--- config.mk ---
export PLATFORM = sky130hd
export DESIGN_NAME = issue_select_arbiter_flat
export DESIGN_NICKNAME = d
export VERILOG_FILES = /design/src/rtl/issue_select_arbiter_pkg.sv /design/src/rtl/issue_select_arbiter_if.sv /design/src/rtl/issue_select_arbiter_rr_pick.sv /design/src/rtl/issue_select_arbiter.sv /design/src/flat_wrapper.sv
export SDC_FILE = /design/constraint.sdc
export NUM_CORES = 1
export LEC_CHECK = 0
export CORE_ASPECT_RATIO = 1.1
export CORE_MARGIN = 4
export CORE_UTILIZATION = 35
export CTS_CLUSTER_DIAMETER = 200
export DETAILED_ROUTE_END_ITERATION = 12
export DONT_BUFFER_PORTS = 1
export GPL_TIMING_DRIVEN = 0
export SYNTH_ARGS = -nofsm -noshare
export SYNTH_HDL_FRONTEND = slang
export SYNTH_SLANG_ARGS = --single-unit
--- constraint.sdc ---
create_clock -name clk -period 5.8 [get_ports clk]
set_input_delay 1.16 -clock clk [delete_from_list [all_inputs] [get_ports clk]]
set_output_delay 1.16 -clock clk [all_outputs]
set_load 0.02 [all_outputs]
--- src/rtl/issue_select_arbiter_pkg.sv ---
// Shared parameters and types for the issue-select stage.
//   NUM_ROWS / NUM_FUS : scheduler entries / functional units (powers of 2)
//   LAT_W              : width of per-FU latency and busy counters
//   pick_t             : result of a round-robin search (found + row index)
package issue_select_arbiter_pkg;

   localparam int NUM_ROWS = 8;
   localparam int NUM_FUS  = 4;
   localparam int LAT_W    = 8;
   localparam int ROW_W    = $clog2(NUM_ROWS);
   localparam int FU_W     = $clog2(NUM_FUS);

   typedef logic [ROW_W-1:0] row_idx_t;
   typedef logic [FU_W-1:0]  fu_idx_t;
   typedef logic [LAT_W-1:0] lat_t;

   typedef struct packed {
      logic     found;
      row_idx_t row;
   } pick_t;

   function automatic logic [NUM_ROWS-1:0] row_onehot(input row_idx_t r);
      return NUM_ROWS'(1) << r;
   endfunction

endpackage

--- src/rtl/issue_select_arbiter_if.sv ---
// Bus between dispatch/wakeup (master) and the issue-select arbiter (slave).
//   flush, alloc_*, request_vector, fu_*   : master -> arbiter
//   issue_valid/row, free_mask, clear_en   : arbiter -> master, registered
//   alloc_err                              : sticky allocation error
interface issue_select_arbiter_if;
   import issue_select_arbiter_pkg::*;

   logic                             flush;
   logic                             alloc_en;
   row_idx_t                         alloc_row;
   fu_idx_t                          alloc_fu;
   logic [NUM_ROWS-1:0]              request_vector;
   logic [NUM_FUS-1:0]               fu_stall;
   logic [NUM_FUS-1:0]               fu_pipelined;
   logic [NUM_FUS-1:0][LAT_W-1:0]    fu_latency;
   logic [NUM_FUS-1:0]               issue_valid;
   logic [NUM_FUS-1:0][ROW_W-1:0]    issue_row;
   logic [NUM_ROWS-1:0]              free_mask;
   logic [NUM_FUS-1:0]               clear_en;
   logic                             alloc_err;

   modport master (
      output flush, alloc_en, alloc_row, alloc_fu, request_vector,
             fu_stall, fu_pipelined, fu_latency,
      input  issue_valid, issue_row, free_mask, clear_en, alloc_err
   );

   modport slave (
      input  flush, alloc_en, alloc_row, alloc_fu, request_vector,
             fu_stall, fu_pipelined, fu_latency,
      output issue_valid, issue_row, free_mask, clear_en, alloc_err
   );

endinterface

--- src/rtl/issue_select_arbiter_rr_pick.sv ---
// Round-robin finder: first set bit of req searching ptr, ptr+1, ... with
// wrap modulo N.
//   req   : candidate vector
//   ptr   : search start index
//   found : any candidate present
//   idx   : index of the chosen candidate (0 when none)
module rr_pick #(
   parameter int N = 8,
   parameter int W = $clog2(N)
) (
   input  logic [N-1:0] req,
   input  logic [W-1:0] ptr,
   output logic         found,
   output logic [W-1:0] idx
);

   logic [W-1:0] k;

   // N is a power of two, so W-bit addition gives the modulo wrap for free.
   always_comb begin
      found = 1'b0;
      idx   = '0;
      k     = '0;
      for (int i = 0; i < N; i++) begin
         k = ptr + W'(i);
         if (!found && req[k]) begin
            found = 1'b1;
            idx   = k;
         end
      end
   end

endmodule

--- src/rtl/issue_select_arbiter.sv ---
// Select stage of the scheduler. Per cycle, each FU picks at most one eligible
// row via its own round-robin pointer; grants, freed rows and dependency-clear
// strobes are registered and appear one cycle after the request is seen.
//   clk, rst : clock, synchronous active-low reset
//   bus      : issue_select_arbiter_if.slave (alloc / request / FU status in,
//              issue grants / free / clear / alloc_err out)
module issue_select_arbiter
   import issue_select_arbiter_pkg::*;
(
   input  logic                  clk,
   input  logic                  rst,
   issue_select_arbiter_if.slave bus
);

   // Row tables
   logic [NUM_ROWS-1:0]            valid_q;
   logic [NUM_ROWS-1:0]            issued_q;
   fu_idx_t                        fu_of_q [NUM_ROWS];

   // Per-FU state
   logic [NUM_FUS-1:0][ROW_W-1:0]  ptr_q;
   logic [NUM_FUS-1:0][LAT_W-1:0]  busy_q;

   // Output registers
   logic [NUM_FUS-1:0]             issue_valid_q;
   logic [NUM_FUS-1:0][ROW_W-1:0]  issue_row_q;
   logic [NUM_ROWS-1:0]            free_q;
   logic [NUM_FUS-1:0]             clear_q;
   logic                           err_q;

   logic [NUM_FUS-1:0][NUM_ROWS-1:0] elig;
   pick_t [NUM_FUS-1:0]              pick;
   logic [NUM_FUS-1:0]               grant;
   logic [NUM_ROWS-1:0]              free_nxt;
   logic [NUM_ROWS-1:0]              alloc_set;
   logic                             alloc_hit;

   for (genvar f = 0; f < NUM_FUS; f++) begin : g_fu
      for (genvar r = 0; r < NUM_ROWS; r++) begin : g_row
         // issued_q masks the one-cycle lag of request_vector after a grant
         assign elig[f][r] = bus.request_vector[r] & valid_q[r] & ~issued_q[r]
                           & (fu_of_q[r] == FU_W'(f));
      end

      rr_pick #(.N(NUM_ROWS)) u_pick (
         .req   (elig[f]),
         .ptr   (ptr_q[f]),
         .found (pick[f].found),
         .idx   (pick[f].row)
      );

      assign grant[f] = pick[f].found & ~bus.fu_stall[f] & (busy_q[f] == '0);
   end

   // Rows bind to one FU, so grants never collide on a row.
   always_comb begin
      free_nxt = '0;
      for (int f = 0; f < NUM_FUS; f++)
         if (grant[f]) free_nxt |= row_onehot(pick[f].row);
   end

   assign alloc_hit = bus.alloc_en & valid_q[bus.alloc_row];
   assign alloc_set = (bus.alloc_en & ~valid_q[bus.alloc_row])
                    ? row_onehot(bus.alloc_row) : '0;

   always_ff @(posedge clk) begin
      if (!rst) begin
         valid_q       <= '0;
         issued_q      <= '0;
         for (int r = 0; r < NUM_ROWS; r++) fu_of_q[r] <= '0;
         ptr_q         <= '0;
         busy_q        <= '0;
         issue_valid_q <= '0;
         issue_row_q   <= '0;
         free_q        <= '0;
         clear_q       <= '0;
         err_q         <= 1'b0;
      end else if (bus.flush) begin
         // pointers and the error flag survive a flush
         valid_q       <= '0;
         issued_q      <= '0;
         busy_q        <= '0;
         issue_valid_q <= '0;
         issue_row_q   <= '0;
         free_q        <= '0;
         clear_q       <= '0;
      end else begin
         issue_valid_q <= grant;
         clear_q       <= grant;
         free_q        <= free_nxt;
         for (int f = 0; f < NUM_FUS; f++) begin
            issue_row_q[f] <= grant[f] ? pick[f].row : '0;
            if (grant[f]) begin
               ptr_q[f]  <= pick[f].row + 1'b1;
               // latency 0/1 behaves as pipelined
               busy_q[f] <= (!bus.fu_pipelined[f] && bus.fu_latency[f] > LAT_W'(1))
                            ? bus.fu_latency[f] - 1'b1 : '0;
            end else if (busy_q[f] != '0) begin
               busy_q[f] <= busy_q[f] - 1'b1;
            end
         end
         // A granted row is valid, so alloc_set never overlaps free_nxt.
         valid_q  <= (valid_q & ~free_nxt) | alloc_set;
         issued_q <= (issued_q | free_nxt) & ~alloc_set;
         if (alloc_set != '0) fu_of_q[bus.alloc_row] <= bus.alloc_fu;
         if (alloc_hit) err_q <= 1'b1;
      end
   end

   assign bus.issue_valid = issue_valid_q;
   assign bus.issue_row   = issue_row_q;
   assign bus.free_mask   = free_q;
   assign bus.clear_en    = clear_q;
   assign bus.alloc_err   = err_q;

endmodule

--- src/flat_wrapper.sv ---
// flat-port wrapper written by rule: the top's interface ports become plain ports
module issue_select_arbiter_flat import issue_select_arbiter_pkg::*;
  (clk, rst, bus_flush, bus_alloc_en, bus_alloc_row, bus_alloc_fu, bus_request_vector, bus_fu_stall, bus_fu_pipelined, bus_fu_latency, bus_issue_valid, bus_issue_row, bus_free_mask, bus_clear_en, bus_alloc_err);
  issue_select_arbiter_if bus_i ();
  input  logic clk;
  input  logic rst;
  input wire logic [$bits(bus_i.flush)-1:0] bus_flush;
  input wire logic [$bits(bus_i.alloc_en)-1:0] bus_alloc_en;
  input wire logic [$bits(bus_i.alloc_row)-1:0] bus_alloc_row;
  input wire logic [$bits(bus_i.alloc_fu)-1:0] bus_alloc_fu;
  input wire logic [$bits(bus_i.request_vector)-1:0] bus_request_vector;
  input wire logic [$bits(bus_i.fu_stall)-1:0] bus_fu_stall;
  input wire logic [$bits(bus_i.fu_pipelined)-1:0] bus_fu_pipelined;
  input wire logic [$bits(bus_i.fu_latency)-1:0] bus_fu_latency;
  output wire logic [$bits(bus_i.issue_valid)-1:0] bus_issue_valid;
  output wire logic [$bits(bus_i.issue_row)-1:0] bus_issue_row;
  output wire logic [$bits(bus_i.free_mask)-1:0] bus_free_mask;
  output wire logic [$bits(bus_i.clear_en)-1:0] bus_clear_en;
  output wire logic [$bits(bus_i.alloc_err)-1:0] bus_alloc_err;
  assign bus_i.flush = bus_flush;
  assign bus_i.alloc_en = bus_alloc_en;
  assign bus_i.alloc_row = bus_alloc_row;
  assign bus_i.alloc_fu = bus_alloc_fu;
  assign bus_i.request_vector = bus_request_vector;
  assign bus_i.fu_stall = bus_fu_stall;
  assign bus_i.fu_pipelined = bus_fu_pipelined;
  assign bus_i.fu_latency = bus_fu_latency;
  assign bus_issue_valid = bus_i.issue_valid;
  assign bus_issue_row = bus_i.issue_row;
  assign bus_free_mask = bus_i.free_mask;
  assign bus_clear_en = bus_i.clear_en;
  assign bus_alloc_err = bus_i.alloc_err;
  issue_select_arbiter u_core (.clk(clk), .rst(rst), .bus(bus_i));
endmodule
# Word-level counts from Yosys, hierarchy flattened
# Memory sizes are Yosys's and may differ from the RTL's.
# Cells that the tools add are included.
[word_totals] reg_bits=85 ramBits=16 out_inout_bits=29 memories=1
[memory_table] name="u_core.fu_of_q" depth=8 width=2 read_ports=8 rd_ports_with_merged_regs=0 wr=8 line="issue_select_arbiter.sv:18" text="fu_idx_t fu_of_q [NUM_ROWS];"
[classes] add_sub_neg=40 order_cmp=37 n_eq_ne=24 shifts=5 muxes=155 bitwise=86 reduce_logical=96
[op_table] operator="2-to-1 mux 8 bit" count=17
[op_table] operator="less-than comparator 3 x 4 -> 1 bit, second input constant" count=33
[op_table] operator="binary-select mux 1 bit (select 3 bit)" count=33
[op_table] operator="2-to-1 mux 3 bit" count=33
[op_table] operator="2-to-1 mux 1 bit" count=71
[op_table] operator="subtractor 8 x 1 -> 8 bit, second input constant" count=8
[op_table] operator="AND 1 bit" count=58
[op_table] operator="adder 3 bit, second input constant" count=16
[op_table] operator="bitwise OR 8 bit" count=5
[op_table] operator="nonzero test 8 bit" count=5
[op_table] operator="left shift 1 x 3 -> 8 bit, first input constant" count=5
[op_table] operator="== test 2 bit, second input constant" count=16
[op_table] operator="> comparator 8 x 1 -> 1 bit, second input constant" count=4
[op_table] operator="logical AND 1 bit" count=32
[op_table] operator="logical NOT 1 bit" count=32
[op_table] operator="logical NOT 8 bit" count=4
[op_table] operator="adder 3 x 1 -> 3 bit, second input constant" count=8
[op_table] operator="adder 3 x 2 -> 3 bit, second input constant" count=8
[op_table] operator="inverter 1 bit" count=19
[op_table] operator="AND 8 bit" count=2
[op_table] operator="== test 2 x 1 -> 1 bit, second input constant" count=8
[op_table] operator="logical NOT 2 bit" count=8
[op_table] operator="inverter 8 bit" count=2
[op_table] operator="OR reduction 3 bit" count=4
[op_table] operator="other kinds (4)" count=12

# Logic depth before layout (Yosys ltp)
[logic_depth] word_depth=39 mapped_depth=20 mapped_depth_nobuf=17

# By module
# From an unflattened synthesis, not the netlist that was laid out.
[unflattened] hier_cells=1184 area_unflattened_um2=10216.0
[by_module_without_submodules] mod="issue_select_arbiter" instances=1 cells_each=721 area_each_um2=6159.7 seq_area_each_um2=2182.1
[by_module_without_submodules] mod="rr_pick at u_core.g_fu[0].u_pick ..." instances=3 cells_each=121 area_each_um2=1081.0 seq_area_each_um2=0.0
[by_module_without_submodules] mod="rr_pick at u_core.g_fu[3].u_pick" instances=1 cells_each=100 area_each_um2=813.3 seq_area_each_um2=0.0

# Worst setup path after synthesis
# OpenSTA, ideal clock, no wires.
[synth_timing] kind="input to register" startpoint="in bus_request_vector[6]" endpoint="reg u_core.issued_q[7]" t_arrival_ps=4505 required_ps=5681 setup_slack_ps=1176 path_stages=15 n_path_buf=1 cell_sequence="and3_1 -> buf_2 -> a32oi_1 -> mux2i_1 -> a221o_1 -> a211oi_2 -> o21ai_0 -> and3_1 -> o31ai_1 -> inv_1 -> ha_1 -> ha_1 -> a222oi_1 -> nand2_1 -> o221a_2"
[synth_via] elab_cells_between_ends=211 classes_between="shift: 4; mux: 132; bitwise: 19; reduce/logical: 56"
[synth_lines] element="start, declared" line="flat_wrapper.sv:11" text="input wire logic [$bits(bus_i.request_vector)-1:0] bus_request_vector;"
[synth_lines] element="AND 1 bit (*) (2 in series)" line="issue_select_arbiter.sv:41" text="assign elig[f][r] = bus.request_vector[r] & valid_q[r] & ~issued_q[r]"
[synth_lines] element="AND 1 bit (*)" line="issue_select_arbiter.sv:42" text="& (fu_of_q[r] == FU_W'(f));"
[synth_lines] element="binary-select mux 1 bit (select 3 bit)" line="issue_select_arbiter_rr_pick.sv:26" text="if (!found && req[k]) begin"
[synth_lines] element="2-to-1 mux 1 bit (implied by the code)" line="issue_select_arbiter_rr_pick.sv:26"
[synth_lines] element="2-to-1 mux 1 bit" line="issue_select_arbiter_rr_pick.sv:26"
[synth_lines] element="logical NOT 1 bit" line="issue_select_arbiter_rr_pick.sv:26"
[synth_lines] element="logical AND 1 bit" line="issue_select_arbiter_rr_pick.sv:26"
[synth_lines] element="2-to-1 mux 1 bit" line="issue_select_arbiter_rr_pick.sv:26"
[synth_lines] element="(+16 left out)"
[synth_lines] element="logical AND 1 bit" line="issue_select_arbiter_rr_pick.sv:26"
[synth_lines] element="2-to-1 mux 3 bit (*)" line="issue_select_arbiter_rr_pick.sv:26"
[synth_lines] element="named net u_core.g_fu[3].u_pick.idx[0]" line="issue_select_arbiter_rr_pick.sv:14" text="output logic [W-1:0] idx"
[synth_lines] element="left shift 1 x 3 -> 8 bit (*)" line="issue_select_arbiter_pkg.sv:23" text="return NUM_ROWS'(1) << r;"
[synth_lines] element="bitwise OR 8 bit (*)" line="issue_select_arbiter.sv:59" text="if (grant[f]) free_nxt |= row_onehot(pick[f].row);"
[synth_lines] element="2-to-1 mux 8 bit (*)" line="issue_select_arbiter.sv:59"
[synth_lines] element="bitwise OR 8 bit (*)" line="issue_select_arbiter.sv:104" text="issued_q <= (issued_q | free_nxt) & ~alloc_set;"
[synth_lines] element="AND 8 bit (*)" line="issue_select_arbiter.sv:104"
[synth_lines] element="end signal, assigned" line="issue_select_arbiter.sv:104"
[synth_lines] element="end, declared" line="issue_select_arbiter.sv:17" text="logic [NUM_ROWS-1:0] issued_q;"
# Mark *: on every way through the listed nets, which the timed path passes. The rest lies on a longest branch. The select of a mux whose other input is x is not followed.
# A chain may end at the register's enable or synchronous reset.

# Worst setup path after layout
[layout_timing] startpoint="reg u_core.ptr_q[10] (netlist bit)" endpoint="reg u_core.issued_q[7]"
[layout_via] elab_chain_len=29 elab_cells_between_ends=60 classes_between="add/sub: 7; shift: 1; mux: 33; bitwise: 5; reduce/logical: 14"
[layout_lines] element="start, declared" line="issue_select_arbiter.sv:21" text="logic [NUM_FUS-1:0][ROW_W-1:0] ptr_q;"
[layout_lines] element="start signal, assigned by index" line="issue_select_arbiter.sv:94" text="ptr_q[f] <= pick[f].row + 1'b1;"
[layout_lines] element="branches (longest 23 deep; another with adder 3 x 1 -> 3 bit)"
[layout_lines] element="2-to-1 mux 3 bit (*)" line="issue_select_arbiter_rr_pick.sv:26"
[layout_lines] element="named net u_core.g_fu[3].u_pick.idx[0]" line="issue_select_arbiter_rr_pick.sv:14"
[layout_lines] element="left shift 1 x 3 -> 8 bit (*)" line="issue_select_arbiter_pkg.sv:23"
[layout_lines] element="bitwise OR 8 bit (*)" line="issue_select_arbiter.sv:59"
[layout_lines] element="2-to-1 mux 8 bit (*)" line="issue_select_arbiter.sv:59"
[layout_lines] element="bitwise OR 8 bit (*)" line="issue_select_arbiter.sv:104"
[layout_lines] element="AND 8 bit (*)" line="issue_select_arbiter.sv:104"
# Mark *: on every way through the listed nets, which the timed path passes. The select of a mux whose other input is x is not followed.

==> summary.txt <==
Outcome
  • Outcome: finished, final reports clean

Synth
  • Cell type with the highest aggregate area in the netlist: sky130_fd_sc_hd__dfxtp_1
  • Netlist Area Pre-Place: slightly above 10000 um^2
  • Cells taking the most area after synthesis: sky130_fd_sc_hd__dfxtp_1 (16%), sky130_fd_sc_hd__mux4_2 (7.6%), sky130_fd_sc_hd__ha_1 (5.0%)
  • Synth warnings: 0
  • Cell count after synthesis: about 1300
  • Yosys reg bits: roughly 100
  • Per-instance average area after synthesis: around 8.0 um^2
  • Share of the yosys chip area belonging to registers: about a fifth
  • Area fraction of the dominant cell type after synthesis: about 16%
  • Most used flip-flop cell after synthesis: sky130_fd_sc_hd__dfxtp_1
  • Synth async-reset ratio: 0%
  • Library cells used by synthesis: 96
  • Syn nets: approximately 1400
  • EDFF count, synth: 16

Place
  • Placed cells: approximately 1700
  • Worst setup slack after placement: -0.229 ns
  • Placer congestion estimate: between 1 and 1.5
  • Final HPWL DP: ~29 mm
  • Placed Instance Area: approximately 11000 um^2
  • IO buf count: 0

Floorplan
  • Area of the die: between 30000 and 40000 um^2
  • Floorplan die height: approximately 190 um
  • Overall die width: approximately 170 um
  • Row count: between 60 and 70
  • Placeable core region: around 29000 um^2
  • I/O pin count: 86
  • Starting Density: a little over a third

STA
  • Final-report hold violation count: 0
  • Unrepaired setup endpoints after global routing: no
  • Worst-margin pin slew: ~1.3 ns
  • Total setup violations reported at the end of the flow: 0
  • Max-slew headroom: between 10% and 20%
  • Worst Clk Skew: approximately 0.010 ns
  • Peak clock frequency supported by timing: around 0.18 GHz
  • Fraction of the cycle the final worst path needs: 95.2%
  • Final count of pins violating max slew: 0
  • Worst-case setup margin in the final layout: approximately 0.28 ns
  • Post-layout min period: 5.52 ns

GRT
  • Wire length of the first global-routing pass: 56.2 mm
  • Met3 usage in global routing: a little under 4%
  • Layer with the highest usage: met2
  • Met1 usage: around 29%
  • Initial antenna violation count: 0
  • Number of global-route vias before repair: about 10000
  • Maximum number of pins on one net before global-route repair: 17
  • Overflow left after global routing: 0
  • Global-route usage over all layers: a little over a fifth
  • Met2 Track Usage GR: 34.8%

Worst setup path
  • Worst reg2reg path startpoint: u_core.ptr_q[10]
  • Data required, critical path: 6.04 ns
  • Critical setup path kind: register to register
  • Worst Setup Start Kind: register
  • Largest fanout of any net on the critical path: 9
  • Data arrival, critical path: ~5.8 ns
  • Depth of the most critical reg-to-reg path: 18
  • End point of the critical path: u_core.issued_q[7]
  • Reg2reg end: u_core.issued_q[7]
  • Setup slack of the most critical reg-to-reg path: 0.28 ns
  • Critical path capture point type: register
  • Startpoint of the worst setup timing path: u_core.ptr_q[10]

Power and ir drop
  • Combinational cell fraction of total power: 62.2%
  • Sw Share: 47.4%
  • Worst vdd rail ir drop: around 0.26 mV
  • Power density of the placed cells: 381 nW/um^2
  • Power spent charging and discharging nets: roughly 0.0020 W
  • Flop pwr share: about 23%
  • Cell-internal power: about 0.0023 W
  • Leakage power figure: 4.21 nW
  • Clock network power share: about 15%

Routing
  • Via count: ~11000
  • First drt pass iteration count: 6
  • Final wirelength: about 37 mm
  • Iteration-0 DRC count of the detailed router: around 950
  • Average wire per cell in the routed design: roughly 22 um
  • Remaining number of nets flagged by the antenna check after routing: 0
  • Via-to-Cell Ratio: around 6.3
  • DRC viols: 0

Clock tree
  • Latest clock arrival within the worst-skew pair: 0.35 ns
  • CTS tree: done
  • Number of buffers on the longest clock path: 2
  • Clock edge transition at the registers on the reported setup and hold paths: 0.07 ns
  • CTS HTree Levels: 3
  • Root buffer cell: sky130_fd_sc_hd__clkbuf_16
  • Number of buffers created by CTS: 9
  • CTS sink count: a little over 100

Final layout
  • Most common cell after layout, fill and taps aside: sky130_fd_sc_hd__nor2_1
  • Filler cell count: 3078
  • Most frequent cells in the layout: sky130_fd_sc_hd__nor2_1 (111), sky130_fd_sc_hd__nand2_1 (101), sky130_fd_sc_hd__dfxtp_1 (85)
  • Proportion of layout cells with a drive suffix above 1: a little over a tenth
  • Ant. Diodes: 0
  • Area delta synth->final: 8.38%
  • Final design instance area without fill: approximately 11000 um^2
  • Number of nets in the layout: between 1000 and 1500
  • Final Non-Filler Cells: around 1700

Run
  • Maxcap violations: 0

Worst hold path
  • Hold path start: u_core.busy_q[21]
  • Hold crit path type: register to register
power by group through the flow:
stage | registers, W | clock network, W | logic [W]
floorplan | 0.000939 | 0 | 0.00202
global placement | 0.000972 | 0 | 0.00258
detailed placement | 0.000973 | 0 | 0.00259
CTS | 0.000959 | 0.000670 | 0.00262
global route | 0.000976 | 0.000693 | 0.00295
finish | 0.000963 | 0.000656 | 0.00266
metal layers:
layer  wire length, um  part of all wire (%)  vias to the layer above
met1             15400                    42                     4984
met5                 0                     0                        -
met3              3100                   8.4                       95
li1                  -                     -                     4937
met4              1720                   4.6                        0
met2             16700                    45                      537
how the worst min path moves through the flow:
stage | end | slack (ns) | cells past startpoint
floorplan | u_core.busy_q[21] | 0.46 | 1
global placement | u_core.busy_q[30] | 0.49 | 2
detailed placement | u_core.busy_q[21] | 0.49 | 1
CTS | u_core.busy_q[30] | 0.50 | 2
global route | u_core.busy_q[30] | 0.55 | 2
finish | u_core.busy_q[21] | 0.51 | 1
cells in the mapped netlist, types with 23 or more instances:
| cell type | instances |
|---|---|
| sky130_fd_sc_hd__ha_1 | 41 |
| sky130_fd_sc_hd__xor2_1 | 36 |
| sky130_fd_sc_hd__inv_1 | 63 |
| sky130_fd_sc_hd__a211oi_1 | 26 |
| sky130_fd_sc_hd__o21ai_0 | 37 |
| sky130_fd_sc_hd__nor3_1 | 84 |
| sky130_fd_sc_hd__dfxtp_1 | 85 |
| sky130_fd_sc_hd__nand3_1 | 35 |
| sky130_fd_sc_hd__mux4_2 | 35 |
| sky130_fd_sc_hd__nor2_1 | 111 |
| sky130_fd_sc_hd__clkbuf_1 | 50 |
| sky130_fd_sc_hd__xnor2_1 | 23 |
| sky130_fd_sc_hd__a21oi_1 | 60 |
| sky130_fd_sc_hd__and2_1 | 30 |
| sky130_fd_sc_hd__nand2b_1 | 29 |
| sky130_fd_sc_hd__nand2_1 | 101 |
| sky130_fd_sc_hd__nand3b_1 | 24 |
kinds of logic (layout without fill, tap and decap cells):
logic type | count (synthesis) | count (layout) | share of synthesized area [%]
xor gates and xnor gates | 59 | 59 | 4.99
and+or+nand+nor | 536 | 536 | 27.1
muxes | 65 | 65 | 10.6
adders and majority gates | 41 | 41 | 4.95
DFF | 101 | 101 | 21.1
buffers and inverters | 158 | 175 | 6.38
AOI/OAI and AO/OA | 341 | 341 | 24.9
sequential cells by signal, summed over array words and instances (netlist names):
register and cells:
u_core.issued_q 8, u_core.bus.alloc_err 1, u_core.bus.free_mask 8, u_core.ptr_q 12, u_core.bus.issue_row 12, u_core.bus.issue_valid 4
u_core.busy_q 32, u_core.valid_q 8, u_core.fu_of_q 16
worst max-delay path: stages, from the launching register on:
cell	delay [ns]
sky130_fd_sc_hd__dfxtp_1	0.33
sky130_fd_sc_hd__clkbuf_1	0.30
sky130_fd_sc_hd__inv_1	0.25
sky130_fd_sc_hd__ha_1	0.33
sky130_fd_sc_hd__clkbuf_1	0.33
sky130_fd_sc_hd__nor3b_1	0.10
sky130_fd_sc_hd__a32oi_1	0.39
sky130_fd_sc_hd__mux2i_1	0.18
sky130_fd_sc_hd__a221o_1	0.44
sky130_fd_sc_hd__a211oi_4	0.41
sky130_fd_sc_hd__o21ai_0	0.15
sky130_fd_sc_hd__and3_1	0.22
sky130_fd_sc_hd__o31ai_2	0.41
sky130_fd_sc_hd__inv_1	0.14
sky130_fd_sc_hd__ha_1	0.26
sky130_fd_sc_hd__ha_1	0.26
sky130_fd_sc_hd__a222oi_1	0.46
sky130_fd_sc_hd__nand2_1	0.18
sky130_fd_sc_hd__o221a_2	0.27
final cells by class:
type	count	area [um^2]	share of cell area [%]
sequential	101	2180	19.4
clock inverter	5	81.3	0.724
multi-input combinational	1042	7590	67.5
buffer	88	404	3.60
clock buffer	11	243	2.16
inverter	70	267	2.37
timing repair buffer	1	7.51	0.0668
tap	368	460	4.10
per-stage QoR:
step                power [W]  util [%]  setup TNS [ns]  hold WS [ns]
global route          0.00462      38.8               0         0.546
CTS                   0.00425      38.6               0         0.504
floorplan             0.00296         -               0         0.456
finish                0.00428      38.8               0         0.508
detailed placement    0.00356      37.4           -1.15         0.492
global placement      0.00355      37.4          -0.384         0.486
timing repair:
action	CTS	global route
resized for setup	2	19
endpoints found under the hold margin	0	0
pin swaps	1	0
setup endpoints to repair	11	25
cloned	0	0
buffers inserted	1	0
hold buffers	0	0
Note: power is estimated with default switching activity, not from simulation.
